==> src/rtl/sfp_ctrl_pkg.sv <==
// Shared types and width helpers for the SFP cage controller.
package sfp_ctrl_pkg;

  typedef enum logic [2:0] {
    ST_DISABLED = 3'd0,
    ST_INIT     = 3'd1,
    ST_ACTIVE   = 3'd2,
    ST_RECOVER  = 3'd3,
    ST_LATCHED  = 3'd4
  } chan_state_e;

  // Bits needed to hold values 0..n-1, never less than 1.
  function automatic int cnt_w(input int n);
    return (n < 2) ? 1 : $clog2(n);
  endfunction

  function automatic int timer_w(input int a, input int b);
    return cnt_w((a > b) ? a : b);
  endfunction

endpackage

==> src/rtl/sfp_debounce.sv <==
// One-bit 2-flop synchroniser followed by a stable-count filter.
module sfp_debounce
  import sfp_ctrl_pkg::*;
#(
  parameter int   DEBOUNCE_CYC = 1024,
  parameter logic RST_VAL      = 1'b0
) (
  input  logic clk,
  input  logic rst_n,
  input  logic din,
  output logic dout
);

  localparam int CW = cnt_w(DEBOUNCE_CYC);

  logic          s1, s2;
  logic [CW-1:0] cnt;

  // Sync flops reset to RST_VAL so no count starts straight out of reset.
  always_ff @(posedge clk or negedge rst_n) begin
    if (!rst_n) begin
      s1   <= RST_VAL;
      s2   <= RST_VAL;
      dout <= RST_VAL;
      cnt  <= '0;
    end else begin
      s1 <= din;
      s2 <= s1;
      if (s2 == dout)
        cnt <= '0;
      else if (cnt == CW'(DEBOUNCE_CYC - 1)) begin
        dout <= s2;
        cnt  <= '0;
      end else
        cnt <= cnt + 1'b1;
    end
  end

endmodule

==> src/rtl/sfp_cage_ctrl.sv <==
// Per-cage SFP enable/retry/latch control with merged irq and status LED.
module sfp_cage_ctrl
  import sfp_ctrl_pkg::*;
#(
  parameter int NUM_SFP      = 2,
  parameter int DEBOUNCE_CYC = 1024,
  parameter int INIT_CYC     = 2**20,
  parameter int TXDIS_CYC    = 2000,
  parameter int MAX_RETRIES  = 3,
  parameter int LED_HALF_CYC = 2**24
) (
  input  logic                   clk,
  input  logic                   resetn,
  input  logic [NUM_SFP-1:0]     sfp_rx_loss,
  input  logic [NUM_SFP-1:0]     sfp_tx_fault,
  output logic [NUM_SFP-1:0]     sfp_tx_disable,
  input  logic [NUM_SFP-1:0]     enable,
  input  logic [NUM_SFP-1:0]     clear_fault,
  output logic [NUM_SFP-1:0]     link_up,
  output logic [NUM_SFP-1:0]     fault_latched,
  output logic [3*NUM_SFP-1:0]   chan_state,
  output logic                   irq,
  output logic                   led
);

  localparam int TW = timer_w(INIT_CYC, TXDIS_CYC);
  localparam int RW = cnt_w(MAX_RETRIES + 1);
  localparam int LW = cnt_w(LED_HALF_CYC);

  for (genvar i = 0; i < NUM_SFP; i++) begin : g_port
    logic          rx_f, flt_f;
    logic          txdis, lup, flat;
    chan_state_e   st;
    logic [TW-1:0] timer;
    logic [RW-1:0] retry;

    sfp_debounce #(.DEBOUNCE_CYC(DEBOUNCE_CYC), .RST_VAL(1'b1)) u_rx (
      .clk(clk), .rst_n(resetn), .din(sfp_rx_loss[i]), .dout(rx_f));
    sfp_debounce #(.DEBOUNCE_CYC(DEBOUNCE_CYC), .RST_VAL(1'b0)) u_flt (
      .clk(clk), .rst_n(resetn), .din(sfp_tx_fault[i]), .dout(flt_f));

    always_ff @(posedge clk or negedge resetn) begin
      if (!resetn) begin
        st    <= ST_DISABLED;
        timer <= '0;
        retry <= '0;
        txdis <= 1'b1;
        lup   <= 1'b0;
        flat  <= 1'b0;
      end else begin
        case (st)
          ST_DISABLED: begin
            retry <= '0;
            if (enable[i]) begin
              st    <= ST_INIT;
              timer <= TW'(INIT_CYC - 1);
              txdis <= 1'b0;
            end
          end
          // INIT and ACTIVE share the disable and fault priority chain.
          ST_INIT, ST_ACTIVE: begin
            if (!enable[i]) begin
              st    <= ST_DISABLED;
              retry <= '0;
              txdis <= 1'b1;
              lup   <= 1'b0;
            end else if (flt_f) begin
              txdis <= 1'b1;
              lup   <= 1'b0;
              if (retry < RW'(MAX_RETRIES)) begin
                st    <= ST_RECOVER;
                retry <= retry + 1'b1;
                timer <= TW'(TXDIS_CYC - 1);
              end else begin
                st   <= ST_LATCHED;
                flat <= 1'b1;
              end
            end else if (st == ST_ACTIVE)
              lup <= ~rx_f;
            else if (timer == '0) begin
              st  <= ST_ACTIVE;
              lup <= ~rx_f;
            end else
              timer <= timer - 1'b1;
          end
          ST_RECOVER: begin
            if (!enable[i]) begin
              st    <= ST_DISABLED;
              retry <= '0;
            end else if (timer == '0) begin
              st    <= ST_INIT;
              timer <= TW'(INIT_CYC - 1);
              txdis <= 1'b0;
            end else
              timer <= timer - 1'b1;
          end
          ST_LATCHED: begin
            if (clear_fault[i]) begin
              st    <= ST_DISABLED;
              retry <= '0;
              flat  <= 1'b0;
            end
          end
          default: begin
            st    <= ST_DISABLED;
            txdis <= 1'b1;
            lup   <= 1'b0;
            flat  <= 1'b0;
          end
        endcase
      end
    end

    assign sfp_tx_disable[i]  = txdis;
    assign link_up[i]         = lup;
    assign fault_latched[i]   = flat;
    assign chan_state[3*i +: 3] = st;
  end

  logic [NUM_SFP-1:0] lup_d, flat_d;
  logic [LW-1:0]      led_cnt;

  always_ff @(posedge clk or negedge resetn) begin
    if (!resetn) begin
      irq     <= 1'b0;
      led     <= 1'b0;
      lup_d   <= '0;
      flat_d  <= '0;
      led_cnt <= '0;
    end else begin
      irq    <= |((link_up ^ lup_d) | (fault_latched & ~flat_d));
      lup_d  <= link_up;
      flat_d <= fault_latched;
      // Blink counter only runs while a fault is latched.
      if (|fault_latched) begin
        if (led_cnt == LW'(LED_HALF_CYC - 1)) begin
          led_cnt <= '0;
          led     <= ~led;
        end else
          led_cnt <= led_cnt + 1'b1;
      end else begin
        led_cnt <= '0;
        led     <= (|enable) & (&(link_up | ~enable));
      end
    end
  end

endmodule

==> config.mk <==
export PLATFORM = sky130hd
export DESIGN_NAME = sfp_cage_ctrl
export DESIGN_NICKNAME = d
export VERILOG_FILES = /design/src/rtl/sfp_ctrl_pkg.sv /design/src/rtl/sfp_debounce.sv /design/src/rtl/sfp_cage_ctrl.sv
export SDC_FILE = /design/constraint.sdc
export NUM_CORES = 1
export LEC_CHECK = 0
export CORE_MARGIN = 1
export CORE_UTILIZATION = 33
export CTS_CLUSTER_SIZE = 30
export DETAILED_ROUTE_END_ITERATION = 8
export PLACE_DENSITY = 0.62
export SYNTH_ARGS = -nofsm -noshare
export SYNTH_HDL_FRONTEND = slang
export SYNTH_SLANG_ARGS = --single-unit
==> constraint.sdc <==
create_clock -name clk -period 2.85 [get_ports clk]
set_input_delay 0.7125 -clock clk [delete_from_list [all_inputs] [get_ports clk]]
set_output_delay 0.7125 -clock clk [all_outputs]
set_load 0.01 [all_outputs]
==> implementation parameters <==
Parameter                              Value

CTS
  Number of buffers created by CTS ... 17
  Level count of the clock H-tree ... 4
  Buffers from clock root to sink, at most ... 2
  CTS clock-pin slew for the worst setup and hold paths ... 0.06 ns
  TritonCTS clock tree ... built
  Root Buffer ... clkbuf_16
  Insertion delay of the later-clocked pin in the worst-skew pair ... 0.42 ns
  Number of buffers added to fix hold violations after cts ... 0
  Clock Sinks ... 138

Timing
  Highest clock frequency the design can meet ... 0.370 GHz
  Worst Tran Pin Value ... 0.608 ns
  Portion of the clock cycle consumed by the worst path in the final layout ... 94.8%
  Post-route clock skew ... 0.00896 ns
  Setup Viol. Count Final ... 0
  Max-slew headroom at the worst pin ... 59.5%
  Max-slew violation count ... 0
  Final Hold Vio Count ... 0
  Fin Hold WS ... 0.288 ns
  Worst setup slack after layout ... 0.149 ns
  Minimum period implied by the final worst setup slack ... 2.70 ns

Power and ir drop
  Leak Pwr ... 3.48 nW
  Switching power total ... 2.13 mW
  Maximum VDD drop ... 280 uV
  Final Power ... 6.59 mW
  Combinational fraction of design power ... 25.5%
  Sequential group share of total power ... 40.1%
  Pwr/cell area ... 792 nW/um^2
  Cell-internal power ... 4.46 mW
  Share of power burned in the clock network ... 34.4%
  Switching part of the total power ... 32.3%

Critical path
  Data arrival at the endpoint of the critical path ... 3.03 ns
  Startpoint of the worst-slack reg-to-reg timing path ... g_port[0].timer[0]
  Worst-case reg-to-reg path depth ... 9
  Max FO, Critical Path ... 17
  Category of the worst setup path capture point ... register
  Critical path launch point type ... register
  Type of the setup path with the least slack ... register to register
  Worst R2R End ... g_port[0].timer[3]
  Required time of the worst setup path ... 3.18 ns
  Setup slack on the worst flop-to-flop path ... 0.15 ns

Logic synthesis
  Netlist Area Pre-Place ... 7050 sq um
  Leading cell types by total area after synthesis ... dfrtp_1 46%, nor2_1 6.1%, xor2_1 4.3%
  Number of warning messages in the yosys log ... 0
  Sequential element share of the synthesized area ... 49.1%
  Commonest cells in the synthesized netlist ... 130 x dfrtp_1, 115 x nor2_1, 50 x o21ai_0
  Synthesized net count ... 770
  Yosys cell types ... 66
  Number of synthesized flops with an enable pin ... 0
  Share of the synthesized area in the top cell type ... 46.1%
  Most instantiated flip-flop cell in the synthesis netlist ... dfrtp_1
  Synthesized instance count ... 750
  Async set-or-reset flop fraction in the synthesized netlist ... 100%
  Cell with the most instances after synthesis ... dfrtp_1
  Register bit total from synthesis ... 138
  Average cell area after synthesis ... 9.40 sq um
  Cell type contributing the most total cell area after synthesis ... dfrtp_1

Floorplanning
  Standard-cell rows ... 53
  Starting Density ... 33.7%
  Core area ... 21000 sq um
  Die span in x ... 148 um
  Die ar. ... 22000 sq um
  Height of the die ... 148 um
  Ports ... 24

Placed design
  Total instance count after detailed placement ... 1041
  Number of buffers inserted by port buffering ... 23
  Post-DP HPWL ... 10.1 mm
  Global placer's final weighted congestion ... 0.818
  Pre-CTS setup slack ... 0.00414 ns
  Total cell area at the placement stage ... 7670 sq um

Detailed routing
  Average routed wire per standard cell ... 13.8 um
  Initial DRC Count ... 344
  DR vias/cell ... 5.08
  Via count ... 5465
  TritonRoute pass-1 iters ... 5
  DRT antenna net count ... 0
  Total DRC errors in the routed layout ... 0
  Routed wire length ... 14.8 mm

Cells and area
  Fill cell total of the finished layout ... 2098
  Growth of design area from synthesis to finish ... 18.0%
  Final cell count without fillers ... 1075
  Cell area after layout ... 8320 sq um
  Area taken by multi-input logic gates ... 3350 sq um
  Share of layout cells above drive strength 1 ... 11.3%
  Number of antenna cells inserted ... 0
  Sequential Area ... 3460 sq um
  Final net count ... 807

Global routing
  Maximum number of pins on one net before global-route repair ... 64
  Overall fraction of global-route tracks in use ... 14.7%
  Sum of overflow across all layers after global routing ... 0
  Initial antenna violation count ... 0
  Global-route wire length before repair ... 25.9 mm
  Number of global-route vias before repair ... 5338

Status
  Outcome ... finished, final reports clean

Worst hold path
  Kind of path behind the tightest hold check ... input pin to asynchronous set/reset pin

Run
  Max-cap check violation count ... 0
-- metrics by stage --
stage,setup TNS (ns),utilization [%]
6_report,0,39.7
5_1_grt,-0.0244,39.7
4_1_cts,0,39.6
3_5_place_dp,0,36.6
3_3_place_gp,-0.00356,36.6
2_1_floorplan,0,-
-- cell usage in the layout (no fill, tap or decap), types with 4 or more instances in the layout --
cell | netlist | final
a21o_1 | 6 | 6
a21oi_1 | 38 | 38
a22o_1 | 5 | 5
a31oi_1 | 12 | 12
and2_1 | 5 | 5
and3_1 | 25 | 25
buf_4 | 7 | 26
clkbuf_16 | 0 | 17
clkdlybuf4s50_1 | 0 | 22
clkinvlp_4 | 0 | 5
dfrtp_1 | 130 | 130
dfstp_2 | 8 | 8
ha_1 | 10 | 10
inv_1 | 23 | 22
mux2_2 | 6 | 6
nand2_1 | 47 | 47
nand2b_1 | 13 | 13
nand3_1 | 39 | 39
nand4_1 | 5 | 5
nor2_1 | 115 | 115
nor2b_1 | 6 | 6
nor3_1 | 24 | 24
o211ai_1 | 5 | 5
o21a_1 | 5 | 5
o21ai_0 | 50 | 49
o22a_1 | 6 | 6
o31ai_1 | 4 | 4
or2_2 | 4 | 4
or3_1 | 6 | 6
or4_1 | 4 | 4
xnor2_1 | 27 | 27
xor2_1 | 35 | 35
-- cells by family (layout without fill, tap and decap cells) --
family | after synthesis | in the layout | synth area share (%)
adder cells (fa/ha/maj) | 10 | 10 | 1.77
AND/OR/NAND/NOR | 312 | 312 | 21.8
XOR/XNOR | 62 | 62 | 7.70
AO/OA/AOI/OAI | 164 | 164 | 15.0
buffers and inverters | 57 | 107 | 3.55
flip-flops | 138 | 138 | 49.1
multiplexers | 7 | 7 | 1.10
-- power by group through the flow --
stage               clock [mW]  combinational, mW  sequential [mW]
floorplan                    0               1.19             2.54
global route              2.44               1.90             2.70
detailed placement           0               1.61             2.66
finish                    2.27               1.68             2.64
global placement             0               1.59             2.66
CTS                       2.33               1.62             2.64
-- critical path, stage by stage, from the launching register on --
cell and delay [ns]:
dfrtp_1 0.42, inv_1 0.10, ha_1 0.16, or4b_1 0.55, nor4_4 0.35, nand3b_4 0.13, o41ai_4 0.37, inv_4 0.16
and2_4 0.20, a31oi_1 0.17
-- state kept, by name, summed over array words and instances, names as in the netlist, 4 cells and up --
register          flops
g_port.retry          4
g_port.st             6
g_port.timer         40
g_port.u_flt.cnt     20
g_port.u_rx.cnt      20
led_cnt              24
-- final cells by class --
type | instances | share of cell area (%)
Clock buffer | 21 | 5.65
Multi-Input combinational cell | 555 | 40.3
Inverter | 25 | 1.20
Clock inverter | 11 | 1.73
Sequential cell | 138 | 41.6
Timing Repair Buffer | 50 | 5.37
Tap cell | 275 | 4.14
-- routing by layer --
metal  up-vias  GRT usage (%)  part of all wire [%]
li1       2712              -                     -
met1      2642           20.0                    50
met2        95           22.7                    46
met3        16           2.94                   3.1
met4         0           6.29                   1.4
met5         -              0                     0
-- worst max-delay path by stage --
stage	from	end	slack, ns	depth (start not counted)
final	g_port[0].timer[0]	g_port[0].timer[3]	0.15	9
after global routing	g_port[1].timer[0]	g_port[1].timer[10]	-0.02	11
after CTS	g_port[0].timer[0]	g_port[0].timer[3]	0.12	9
after detailed placement	g_port[1].timer[0]	g_port[1].timer[10]	0.004	10
after global placement	g_port[1].timer[0]	g_port[1].timer[6]	-0.004	10
after floorplan	g_port[0].timer[0]	g_port[0].timer[2]	0.10	10
-- timing repair --
action,CTS,global route
setup buffers,0,2
pin swaps,0,1
endpoints found under the setup margin,2,7
resized for setup,1,2
Power figures use the tool's default switching activity.
